File: src/rtl/pwm_quad_pkg.sv
// Shared constants, types and quadrature decode helper for the PWM / encoder block.
package pwm_quad_pkg;

    localparam logic [1:0] REG_PERIOD = 2'd0;
    localparam logic [1:0] REG_DUTY   = 2'd1;
    localparam logic [1:0] REG_CTRL   = 2'd2;
    localparam logic [1:0] REG_POS    = 2'd3;

    localparam int unsigned CTRL_EN_BIT  = 0;
    localparam int unsigned CTRL_INV_BIT = 1;
    localparam int unsigned CTRL_ERR_BIT = 8;

    // Synchronised encoder state as {a, b}
    typedef logic [1:0] quad_t;

    typedef enum logic [1:0] {
        QuadNone,
        QuadInc,
        QuadDec,
        QuadErr
    } quad_step_e;

    // Position of a state around the cycle 00 -> 01 -> 11 -> 10
    function automatic logic [1:0] gray_idx(input quad_t s);
        return {s[1], s[1] ^ s[0]};
    endfunction

    function automatic quad_step_e quad_step(input quad_t prev, input quad_t cur);
        logic [1:0] diff;
        diff = gray_idx(cur) - gray_idx(prev);
        case (diff)
            2'd0:    return QuadNone;
            2'd1:    return QuadInc;
            2'd3:    return QuadDec;
            default: return QuadErr;
        endcase
    endfunction

endpackage

File: src/rtl/pwm_quad_mc_if.sv
// Avalon-MM style register bus with fixed read latency of one cycle.
interface pwm_quad_mc_if #(
    parameter int unsigned AW = 3
) ();

    logic [AW-1:0] address;
    logic          write;
    logic [31:0]   writedata;
    logic          read;
    logic [31:0]   readdata;

    modport master (
        output address,
        output write,
        output writedata,
        output read,
        input  readdata
    );

    modport slave (
        input  address,
        input  write,
        input  writedata,
        input  read,
        output readdata
    );

endinterface

File: src/rtl/pwm_quad_ch.sv
// One motor axis: register file, shadowed PWM generator and x4 quadrature position counter.
module pwm_quad_ch
    import pwm_quad_pkg::*;
#(
    parameter int unsigned PWM_W       = 16,
    parameter int unsigned POS_W       = 32,
    parameter int unsigned SYNC_STAGES = 2
) (
    input  logic        clk,
    input  logic        reset,
    input  logic        wr_en_i,
    input  logic [1:0]  reg_idx_i,
    input  logic [31:0] wdata_i,
    output logic [31:0] rdata_o,
    output logic        pwm_o,
    input  logic        enc_a_i,
    input  logic        enc_b_i
);

    localparam logic [PWM_W-1:0] PwmOne = 1;
    localparam logic [POS_W-1:0] PosOne = 1;

    logic [PWM_W-1:0] per_q, per_d, duty_q, duty_d;
    logic             en_q, en_d, inv_q, inv_d, err_q, err_d;
    logic [POS_W-1:0] pos_q, pos_d;
    logic [PWM_W-1:0] cnt_q, cnt_d, per_act_q, per_act_d, duty_act_q, duty_act_d;
    logic             pwm_q, pwm_d;
    logic [SYNC_STAGES-1:0] sync_a_q, sync_a_d, sync_b_q, sync_b_d;
    quad_t            prev_q, prev_d, cur;
    quad_step_e       step;
    logic             pos_wr, err_clr, raw;
    logic signed [POS_W-1:0] pos_s;

    always_comb begin
        per_d  = per_q;
        duty_d = duty_q;
        en_d   = en_q;
        inv_d  = inv_q;
        if (wr_en_i) begin
            case (reg_idx_i)
                REG_PERIOD: per_d = wdata_i[PWM_W-1:0];
                REG_DUTY:   duty_d = wdata_i[PWM_W-1:0];
                REG_CTRL: begin
                    en_d  = wdata_i[CTRL_EN_BIT];
                    inv_d = wdata_i[CTRL_INV_BIT];
                end
                default: ;
            endcase
        end
    end

    // Shadows reload only at wrap (or every cycle while idle) so writes never cut a period short.
    always_comb begin
        cnt_d      = cnt_q;
        per_act_d  = per_act_q;
        duty_act_d = duty_act_q;
        if (!en_q || per_act_q == '0 || cnt_q == per_act_q - PwmOne) begin
            cnt_d      = '0;
            per_act_d  = per_q;
            duty_act_d = duty_q;
        end else begin
            cnt_d = cnt_q + PwmOne;
        end
    end

    assign raw   = (per_act_q != '0) && (cnt_q < duty_act_q);
    assign pwm_d = en_q ? (raw ^ inv_q) : inv_q;
    assign pwm_o = pwm_q;

    assign sync_a_d = {sync_a_q[SYNC_STAGES-2:0], enc_a_i};
    assign sync_b_d = {sync_b_q[SYNC_STAGES-2:0], enc_b_i};
    assign cur      = {sync_a_q[SYNC_STAGES-1], sync_b_q[SYNC_STAGES-1]};
    assign prev_d   = cur;
    assign step     = quad_step(prev_q, cur);
    assign pos_wr   = wr_en_i && (reg_idx_i == REG_POS);
    assign err_clr  = wr_en_i && (reg_idx_i == REG_CTRL) && wdata_i[CTRL_ERR_BIT];

    // A bus load overrides any coincident encoder step; a new error beats a clear.
    always_comb begin
        pos_d = pos_q;
        if (pos_wr) begin
            pos_d = wdata_i[POS_W-1:0];
        end else if (step == QuadInc) begin
            pos_d = pos_q + PosOne;
        end else if (step == QuadDec) begin
            pos_d = pos_q - PosOne;
        end
        if (step == QuadErr) begin
            err_d = 1'b1;
        end else if (err_clr) begin
            err_d = 1'b0;
        end else begin
            err_d = err_q;
        end
    end

    assign pos_s = pos_q;

    always_comb begin
        rdata_o = '0;
        case (reg_idx_i)
            REG_PERIOD: rdata_o = 32'(per_q);
            REG_DUTY:   rdata_o = 32'(duty_q);
            REG_CTRL: begin
                rdata_o[CTRL_EN_BIT]  = en_q;
                rdata_o[CTRL_INV_BIT] = inv_q;
                rdata_o[CTRL_ERR_BIT] = err_q;
            end
            default:    rdata_o = 32'(pos_s);
        endcase
    end

    always_ff @(posedge clk or posedge reset) begin
        if (reset) begin
            per_q      <= '0;
            duty_q     <= '0;
            en_q       <= 1'b0;
            inv_q      <= 1'b0;
            err_q      <= 1'b0;
            pos_q      <= '0;
            cnt_q      <= '0;
            per_act_q  <= '0;
            duty_act_q <= '0;
            pwm_q      <= 1'b0;
            sync_a_q   <= '0;
            sync_b_q   <= '0;
            prev_q     <= '0;
        end else begin
            per_q      <= per_d;
            duty_q     <= duty_d;
            en_q       <= en_d;
            inv_q      <= inv_d;
            err_q      <= err_d;
            pos_q      <= pos_d;
            cnt_q      <= cnt_d;
            per_act_q  <= per_act_d;
            duty_act_q <= duty_act_d;
            pwm_q      <= pwm_d;
            sync_a_q   <= sync_a_d;
            sync_b_q   <= sync_b_d;
            prev_q     <= prev_d;
        end
    end

endmodule

File: src/rtl/pwm_quad_mc.sv
// Multi-channel PWM + quadrature encoder peripheral: address decode and registered read mux.
module pwm_quad_mc
    import pwm_quad_pkg::*;
#(
    parameter int unsigned NUM_CH      = 2,
    parameter int unsigned PWM_W       = 16,
    parameter int unsigned POS_W       = 32,
    parameter int unsigned SYNC_STAGES = 2
) (
    input  logic              clk,
    input  logic              reset,
    pwm_quad_mc_if.slave      bus,
    output logic [NUM_CH-1:0] pwm_out,
    input  logic [NUM_CH-1:0] enc_a,
    input  logic [NUM_CH-1:0] enc_b
);

    logic [31:0] ch_idx;
    logic [1:0]  reg_idx;
    logic [31:0] ch_rdata [NUM_CH];
    logic [31:0] sel_rdata;
    logic [31:0] readdata_q, readdata_d;

    // Widening first keeps a zero-width channel field (NUM_CH = 1) well defined
    assign ch_idx  = 32'(bus.address) >> 2;
    assign reg_idx = bus.address[1:0];

    for (genvar i = 0; i < NUM_CH; i++) begin : g_ch
        pwm_quad_ch #(
            .PWM_W      (PWM_W),
            .POS_W      (POS_W),
            .SYNC_STAGES(SYNC_STAGES)
        ) u_ch (
            .clk      (clk),
            .reset    (reset),
            .wr_en_i  (bus.write && (ch_idx == 32'(i))),
            .reg_idx_i(reg_idx),
            .wdata_i  (bus.writedata),
            .rdata_o  (ch_rdata[i]),
            .pwm_o    (pwm_out[i]),
            .enc_a_i  (enc_a[i]),
            .enc_b_i  (enc_b[i])
        );
    end

    always_comb begin
        sel_rdata = '0;
        for (int unsigned i = 0; i < NUM_CH; i++) begin
            if (ch_idx == i) begin
                sel_rdata = ch_rdata[i];
            end
        end
        readdata_d = bus.read ? sel_rdata : readdata_q;
    end

    always_ff @(posedge clk or posedge reset) begin
        if (reset) begin
            readdata_q <= '0;
        end else begin
            readdata_q <= readdata_d;
        end
    end

    assign bus.readdata = readdata_q;

endmodule

File: src/flat_wrapper.sv
// flat-port wrapper written by rule: the top's interface ports become plain ports
module pwm_quad_mc_flat import pwm_quad_pkg::*;
#(
    parameter int unsigned NUM_CH      = 2,
    parameter int unsigned PWM_W       = 16,
    parameter int unsigned POS_W       = 32,
    parameter int unsigned SYNC_STAGES = 2
)
  (clk, reset, pwm_out, enc_a, enc_b, bus_address, bus_write, bus_writedata, bus_read, bus_readdata);
  pwm_quad_mc_if #(.AW(3)) bus_i ();
  input  logic clk;
  input  logic reset;
  output logic [NUM_CH-1:0] pwm_out;
  input  logic [NUM_CH-1:0] enc_a;
  input  logic [NUM_CH-1:0] enc_b;
  input wire logic [$bits(bus_i.address)-1:0] bus_address;
  input wire logic [$bits(bus_i.write)-1:0] bus_write;
  input wire logic [$bits(bus_i.writedata)-1:0] bus_writedata;
  input wire logic [$bits(bus_i.read)-1:0] bus_read;
  output wire logic [$bits(bus_i.readdata)-1:0] bus_readdata;
  assign bus_i.address = bus_address;
  assign bus_i.write = bus_write;
  assign bus_i.writedata = bus_writedata;
  assign bus_i.read = bus_read;
  assign bus_readdata = bus_i.readdata;
  pwm_quad_mc #(.NUM_CH(NUM_CH), .PWM_W(PWM_W), .POS_W(POS_W), .SYNC_STAGES(SYNC_STAGES)) u_core (.clk(clk), .reset(reset), .bus(bus_i), .pwm_out(pwm_out), .enc_a(enc_a), .enc_b(enc_b));
endmodule
File: config.mk
export PLATFORM = sky130hd
export DESIGN_NAME = pwm_quad_mc_flat
export DESIGN_NICKNAME = d
export VERILOG_FILES = /design/src/rtl/pwm_quad_pkg.sv /design/src/rtl/pwm_quad_mc_if.sv /design/src/rtl/pwm_quad_ch.sv /design/src/rtl/pwm_quad_mc.sv /design/src/flat_wrapper.sv
export SDC_FILE = /design/constraint.sdc
export NUM_CORES = 1
export LEC_CHECK = 0
export BUFFER_PORTS_ARGS = -buffer_cell sky130_fd_sc_hd__buf_2
export CAP_MARGIN = 20
export CORE_MARGIN = 2
export CORE_UTILIZATION = 40
export CTS_BUF_LIST = sky130_fd_sc_hd__clkbuf_4
export CTS_CLUSTER_DIAMETER = 200
export DETAILED_ROUTE_END_ITERATION = 7
export PLACE_DENSITY = 0.58
export SLEW_MARGIN = 20
export SYNTH_ARGS = -nofsm -noshare
export SYNTH_HDL_FRONTEND = slang
export SYNTH_SLANG_ARGS = --single-unit
File: constraint.sdc
create_clock -name clk -period 9.6 [get_ports clk]
set_input_delay 0.48 -clock clk [delete_from_list [all_inputs] [get_ports clk]]
set_output_delay 0.48 -clock clk [all_outputs]
set_load 0.005 [all_outputs]
# After elaboration in Yosys (flattened, before gate mapping)
# Index checks and enable logic that the tools add are counted.
dict set report totals {
  wordCells 120
  output_inout_bits 34
  regBits 276
  input_bits 43
}
dict set report classes {
  add_sub_neg 10
  n_eq_ne 15
  n_lt_le_gt_ge 2
  reduce_logical 34
  n_bitwise 6
  muxes 26
}
# operator count
set op_table {}
lappend op_table {{32-bit two-way mux} 8}
lappend op_table {{23-bit one-hot mux with 3 select lines} 2}
lappend op_table {{32-bit by 1-bit adder with 32-bit output, second input constant} 2}
lappend op_table {{32-bit by 1-bit subtractor with 32-bit output, second input constant} 2}
lappend op_table {{6-bit one-hot mux with 3 select lines} 2}
lappend op_table {{16-bit by 1-bit adder with 16-bit output, second input constant} 2}
lappend op_table {{16-bit == test} 2}
lappend op_table {{16-bit logical NOT} 2}
lappend op_table {{32-bit logical NOT} 1}
lappend op_table {{16-bit < comparator} 2}
lappend op_table {{16-bit two-way mux} 2}
lappend op_table {{16-bit nonzero test} 2}
lappend op_table {{16-bit by 1-bit subtractor with 16-bit output, second input constant} 2}
lappend op_table {{2-bit one-hot mux with 3 select lines} 4}
lappend op_table {{2-bit == test, second input constant} 8}
lappend op_table {{2-bit AND reduction} 6}
lappend op_table {{2-bit by 1-bit == test with 1-bit output, second input constant} 5}
lappend op_table {{1-bit logical AND} 10}
lappend op_table {{2-bit logical NOT} 3}
lappend op_table {{1-bit two-way mux} 6}
lappend op_table {{1-bit one-hot mux with 3 select lines} 2}
lappend op_table {{3-bit nonzero test} 2}
lappend op_table {{1-bit bitwise XOR} 6}
lappend op_table {{1-bit logical OR} 4}
lappend op_table {{3 further kinds} 6}

# Depth between registers and ports, before layout
dict set report depth {
  depth_word 8
  mapped_depth 17
  mapped_depth_nobuf 17
}

# Hierarchy
# A second synthesis with hierarchy kept.
dict set report hier_totals {
  cells_unflattened 1718
  area_unflattened_um2 17247.8
}
# module n_inst area_each_um2 cells_each
set by_module_without_submodules {}
lappend by_module_without_submodules {{pwm_quad_ch (u_core.g_ch[0].u_ch)} 1 7868.8 786}
lappend by_module_without_submodules {{pwm_quad_ch (u_core.g_ch[1].u_ch)} 1 7857.5 790}
lappend by_module_without_submodules {pwm_quad_mc 1 1521.5 142}

# Least setup slack after synthesis
# No wires, ideal clock.
dict set report synth_timing {
  kind {flip-flop to flip-flop}
  startpoint {reg u_core.g_ch[0].u_ch.sync_a_q[1]}
  endpoint {reg u_core.g_ch[0].u_ch.pos_q[28]}
  slack_ps 5044
  setup_ps 82
  t_arrival_ps 4474
  path_stages_with_launch 16
  synth_period_minus_slack_ps 4556
  path_cell_list {dfrtp_1 -> xnor2_1 -> ha_1 -> clkbuf_1 -> clkbuf_1 -> nand2b_1 -> ha_1 -> nor2b_1 -> o31a_1 -> o311ai_0 -> a21oi_1 -> o221a_2 -> o21ai_1 -> o21ai_1 -> or3_1 -> a31oi_1}
}
dict set report synth_via {
  elab_chain_len 7
  word_cells_on_any_way 11
  cone_classes {1 x add/sub; 4 x eq/ne; 3 x mux; 1 x bitwise; 2 x reduce/logical}
}
# element line_no
set synth_rtl {}
lappend synth_rtl {{start, declared} pwm_quad_ch.sv:28} ;# logic [SYNC_STAGES-1:0] sync_a_q, sync_a_d, sync_b_q, sync_b_d;
lappend synth_rtl {{start signal, assigned} pwm_quad_ch.sv:139} ;# sync_a_q <= sync_a_d;
lappend synth_rtl {{1-bit bitwise XOR} pwm_quad_pkg.sv:25} ;# return {s[1], s[1] ^ s[0]};
lappend synth_rtl {{2-bit subtractor (*)} pwm_quad_pkg.sv:30} ;# diff = gray_idx(cur) - gray_idx(prev);
lappend synth_rtl {{2-bit == test, or another cell as far along} pwm_quad_pkg.sv:31} ;# case (diff)
lappend synth_rtl {{2-bit one-hot mux with 3 select lines (*)} pwm_quad_pkg.sv:31}
lappend synth_rtl {{2-bit by 1-bit == test with 1-bit output} pwm_quad_ch.sv:83} ;# end else if (step == QuadInc) begin
lappend synth_rtl {{32-bit two-way mux} pwm_quad_ch.sv:83}
lappend synth_rtl {{32-bit two-way mux} pwm_quad_ch.sv:81} ;# if (pos_wr) begin
lappend synth_rtl {{end signal, assigned} pwm_quad_ch.sv:134} ;# pos_q <= pos_d;
lappend synth_rtl {{end, declared} pwm_quad_ch.sv:25} ;# logic [POS_W-1:0] pos_q, pos_d;
# Every way passes the cells marked *; elsewhere a longest branch is shown, timed or not.
# A chain may end at the register's enable or synchronous reset.

# Worst setup path in the final report
dict set report layout_timing {
  startpoint {reg u_core.g_ch[1].u_ch.sync_a_q[1]}
  endpoint {reg u_core.g_ch[1].u_ch.pos_q[26]}
}
dict set report layout_via {
  elab_chain_len 7
  word_cells_on_any_way 11
  cone_classes {1 x add/sub; 4 x eq/ne; 3 x mux; 1 x bitwise; 2 x reduce/logical}
}
# element line_no
set layout_rtl {}
lappend layout_rtl {{start, declared} pwm_quad_ch.sv:28}
lappend layout_rtl {{start signal, assigned} pwm_quad_ch.sv:139}
lappend layout_rtl {{1-bit bitwise XOR} pwm_quad_pkg.sv:25}
lappend layout_rtl {{2-bit subtractor (*)} pwm_quad_pkg.sv:30}
lappend layout_rtl {{2-bit == test, or another cell as far along} pwm_quad_pkg.sv:31}
lappend layout_rtl {{2-bit one-hot mux with 3 select lines (*)} pwm_quad_pkg.sv:31}
lappend layout_rtl {{2-bit by 1-bit == test with 1-bit output} pwm_quad_ch.sv:83}
lappend layout_rtl {{32-bit two-way mux} pwm_quad_ch.sv:83}
lappend layout_rtl {{32-bit two-way mux} pwm_quad_ch.sv:81}
lappend layout_rtl {{end signal, assigned} pwm_quad_ch.sv:134}
lappend layout_rtl {{end, declared} pwm_quad_ch.sv:25}
# Marked as above.

==> impl_metrics.py <==
metrics = {
    "outcome": {
        "status": "finished clean",
    },
    "power_and_ir_drop": {
        "pwr_density_cell_nw_per_um2": 302,
        "vdd_ir_drop_max_uv": 143,
        "cellLeakagePower_nw": 8.71,
    },
    "timing": {
        "slew_headroom": 0.366,
        "finalMaxSlewViolations": 0,
        "worst_pin_slew_ns": 0.947,
        "worst_clock_skew_ns": 0.0465,
        "hold_viol_final": 0,
        "setup_viol": 0,
        "fmax_ghz": 0.191,
        "fin_crit_ns": 5.24,
        "fin_setup_tns_ns": 0,
        "holdWs_ns": 0.0624,
        "fin_crit_sh": 0.546,
        "rsz0062_at_grt": "false",
    },
    "global_route": {
        "grt_pass1_vias": 13100,
        "overflow": 0,
        "grt_pass1_wl_um": 71800,
        "grt_max_degree": 77,
        "grt_usage": 0.206,
        "antenna_found_initial": 3,
    },
    "setup_path": {
        "cp_num_buf_inv": 2,
        "critPathSlowestCell": "or2_2",
        "cp.arrival_ns": 5.88,
        "cp.required_ns": 10.24,
        "critPathKind": "reg -> reg",
        "worstPathMaxFanout": 65,
        "start_kind": "flip-flop",
        "critPathMaxStageDelay_ns": 0.72,
        "critPathTopFamily": "compound AO/OA/AOI/OAI gates",
        "cp-end-kind": "flip-flop",
        "crit_chain": "xnor2_1 > ha_2 > buf_4 > or2_2 > inv_1 > fa_1 > nor2b_1 > o21ai_1 > a21boi_0 > o41ai_2 > a211oi_1 > o211ai_1 > nor2_1 > nor2_1 > xnor2_1 > a221o_1",
    },
    "cts": {
        "clock_path_buffers": 3,
        "clock_latency_ns": 0.77,
        "cts.repair.resized": 0,
        "htree_levels": 3,
        "clk_pin_slew_worst_paths_ns": 0.07,
        "post_cts_buffers": 0,
        "cts_tree": "yes",
        "clkSinkCount": 276,
        "cts-root-buf": "clkbuf_4",
        "numCtsBuffers": 79,
    },
    "logic_synthesis": {
        "synth-xor-area-share": 0.0650,
        "synth-edff-count": 0,
        "synthMuxAreaShare": 0.128,
        "yosysSeqAreaShare": 0.407,
        "synth_top_family_by_area": "compound AO/OA/AOI/OAI gates",
        "async_flop_share": 1.00,
        "yosys_warnings": 0,
        "netlist_instances": 1715,
        "synth_fp_nets": 1864,
        "synth_seq_cells": 276,
        "synth_cell_types": 71,
        "syn_area_per_cell_um2": 9.90,
        "ys.flop_type": "dfrtp_1",
        "synth_compound_area_frac": 0.149,
        "synthSimpleGateAreaFrac": 0.134,
        "syn-cell-area_um2": 17000,
        "synth-adder-area-share": 0.0790,
    },
    "floorplanning": {
        "fp-row-count": 75,
        "initial_core_util": 0.405,
        "die-area_um2": 44100,
        "ios": 77,
        "die_y_um": 210,
        "die-width_um": 210,
        "core_um2": 41900,
    },
    "layout": {
        "final_nets": 1975,
        "drive_gt1_frac": 0.197,
        "area_growth_pct": 12.0,
    },
    "routing": {
        "final_antenna_net_count": 0,
        "vias": 13300,
        "drt-pass1-iter-count": 7,
        "drt-total-wl_um": 44800,
        "drc": 0,
        "viasPerCell": 5.50,
        "wl_per_cell_um": 18.5,
        "drt_iter0_drc": 858,
    },
    "job": {
        "maxCapViolCount": 0,
    },
    "placed_design": {
        "place_hpwl_um": 31600,
        "gp_congestion": 0.877,
        "numPortBuffers": 76,
    },
    "worst_hold_path": {
        "hp-class": "in -> reg",
    },
}
worst paths after layout:
kind                                            startpoint                         endpoint  slack, ns  depth (start not counted)
setup / recovery           u_core.g_ch[1].u_ch.sync_a_q[1]    u_core.g_ch[1].u_ch.pos_q[26]       4.36                         16
hold / removal                           bus_writedata[17]    u_core.g_ch[1].u_ch.pos_q[17]       0.06                          3
setup reg to reg           u_core.g_ch[1].u_ch.sync_a_q[1]    u_core.g_ch[1].u_ch.pos_q[26]       4.36                         16
hold reg to reg            u_core.g_ch[1].u_ch.sync_a_q[0]  u_core.g_ch[1].u_ch.sync_a_q[1]       0.34                          0
max in group asynchronous                            reset     u_core.g_ch[0].u_ch.cnt_q[7]       7.13                          5
min in group asynchronous                            reset  u_core.g_ch[1].u_ch.sync_b_q[1]       0.32                          3
cells in the final DEF, fill, tap and decap left out, types with 13 or more instances in the layout:
cell           Yosys  routed
dlygate4sd3_1      0      16
a21o_1            41      41
o211ai_1          33      33
o21ai_0           75      75
o21a_1            14      14
ha_1             104     102
and2_1            37      36
o22ai_1           19      19
buf_4              6      13
nor2_1           128     128
a21oi_1          132     131
xor2_1            51      51
nand2b_1          20      20
and3_1            24      24
nand3_1           39      38
dfrtp_1          276     276
buf_2              4      76
xnor2_1           75      75
nor3_1            34      33
clkbuf_4           0     114
mux2i_1           55      55
a211oi_1          20      20
mux2_2           131     131
inv_1             84      83
nand2_1           87      86
metrics by stage:
step                cells   util  setup WS, ns  total power, mW  area [µm²]
finish               2418  0.453          4.36             5.75       19000
global route         2418  0.453          3.95             6.23       19000
CTS                  2414  0.452          4.27             5.78       19000
detailed placement   2267  0.426          4.27             4.64       17900
global placement     2267  0.426          4.42             4.59       17900
floorplan            1715      -          1.51             4.00       17000
logic make-up (layout without fill, tap and decap cells):
family,count (synthesis),in the layout
AO/OA/AOI/OAI,404,404
XOR/XNOR,126,126
adder cells (fa/ha/maj),106,106
buffers and inverters,160,321
flip-flops,276,276
multiplexers,195,195
other,0,3
AND/OR/NAND/NOR,448,448
routing by layer:
layer	routed length, µm	part of all wire	global-route usage	up-vias
li1	-	-	-	6438
met1	21200	0.47	0.288	6459
met2	20100	0.45	0.321	328
met3	2170	0.048	0.0395	76
met4	1260	0.028	0.0731	2
met5	14	0.00031	0	-
tightest hold or removal path: stages:
cell and delay (ns):
buf_2 0.12, nor2_1 0.07, a21oi_1 0.10
sequential cells by signal, summed over array words and instances, names as in the netlist:
signal / count
u_core.g_ch.u_ch.pos_q: 64
u_core.bus.readdata: 32
u_core.g_ch.u_ch.cnt_q: 32
u_core.g_ch.u_ch.duty_act_q: 32
u_core.g_ch.u_ch.duty_q: 32
u_core.g_ch.u_ch.per_act_q: 32
u_core.g_ch.u_ch.per_q: 32
u_core.g_ch.u_ch.prev_q: 4
u_core.g_ch.u_ch.sync_a_q: 4
u_core.g_ch.u_ch.sync_b_q: 4
u_core.g_ch.u_ch.en_q: 2
u_core.g_ch.u_ch.err_q: 2
u_core.g_ch.u_ch.inv_q: 2
u_core.g_ch.u_ch.pwm_o: 2
timing repair:
| action | in CTS | in global routing |
|---|---|---|
| endpoints found under the setup margin | 0 | 0 |
| endpoints found under the hold margin | 85 | 0 |
| hold buffers | 16 | 0 |
final cells by class:
class | count | area (µm²)
repair buffers | 106 | 649
fillers | 4096 | 22900
diodes | 3 | 7.51
well taps | 539 | 674
inverters | 84 | 323
clock inverters | 17 | 109
clock buffers | 114 | 856
multi-input cells | 1279 | 9490
flip-flops and latches | 276 | 6910
Yosys cell counts (6+ instances only):
master      n  area share
xnor2_1    75       0.039
nor4b_1     6      0.0031
and3_1     24      0.0088
mux2i_1    55       0.032
nor2_1    128       0.028
nand2_1    87       0.019
clkbuf_1   46       0.010
a21oi_1   132       0.039
inv_1      84       0.019
o211ai_1   33       0.015
ha_1      104       0.077
o21bai_1   10      0.0044
buf_1      18      0.0040
xor2_1     51       0.026
a21o_1     41       0.018
nand3b_1    9      0.0040
a31oi_1    12      0.0044
o22ai_1    19      0.0070
and2_1     37       0.014
nor4_1     12      0.0044
mux2_2    131       0.087
nor3b_1     6      0.0027
nor3_1     34       0.010
buf_4       6      0.0027
nand2b_1   20      0.0074
a211oi_1   20      0.0088
nand4_1    12      0.0044
o21ai_0    75       0.022
nor2b_1    12      0.0044
o21a_1     14      0.0062
dfrtp_1   276        0.41
nand3_1    39       0.011
report_power, final:
part,switching (mW),internal [mW],leakage (nW)
clock network,0.514,0.569,0.572
registers,0.379,1.52,3.38
logic,1.46,1.30,4.76
Note: power is estimated with default switching activity, not from simulation.
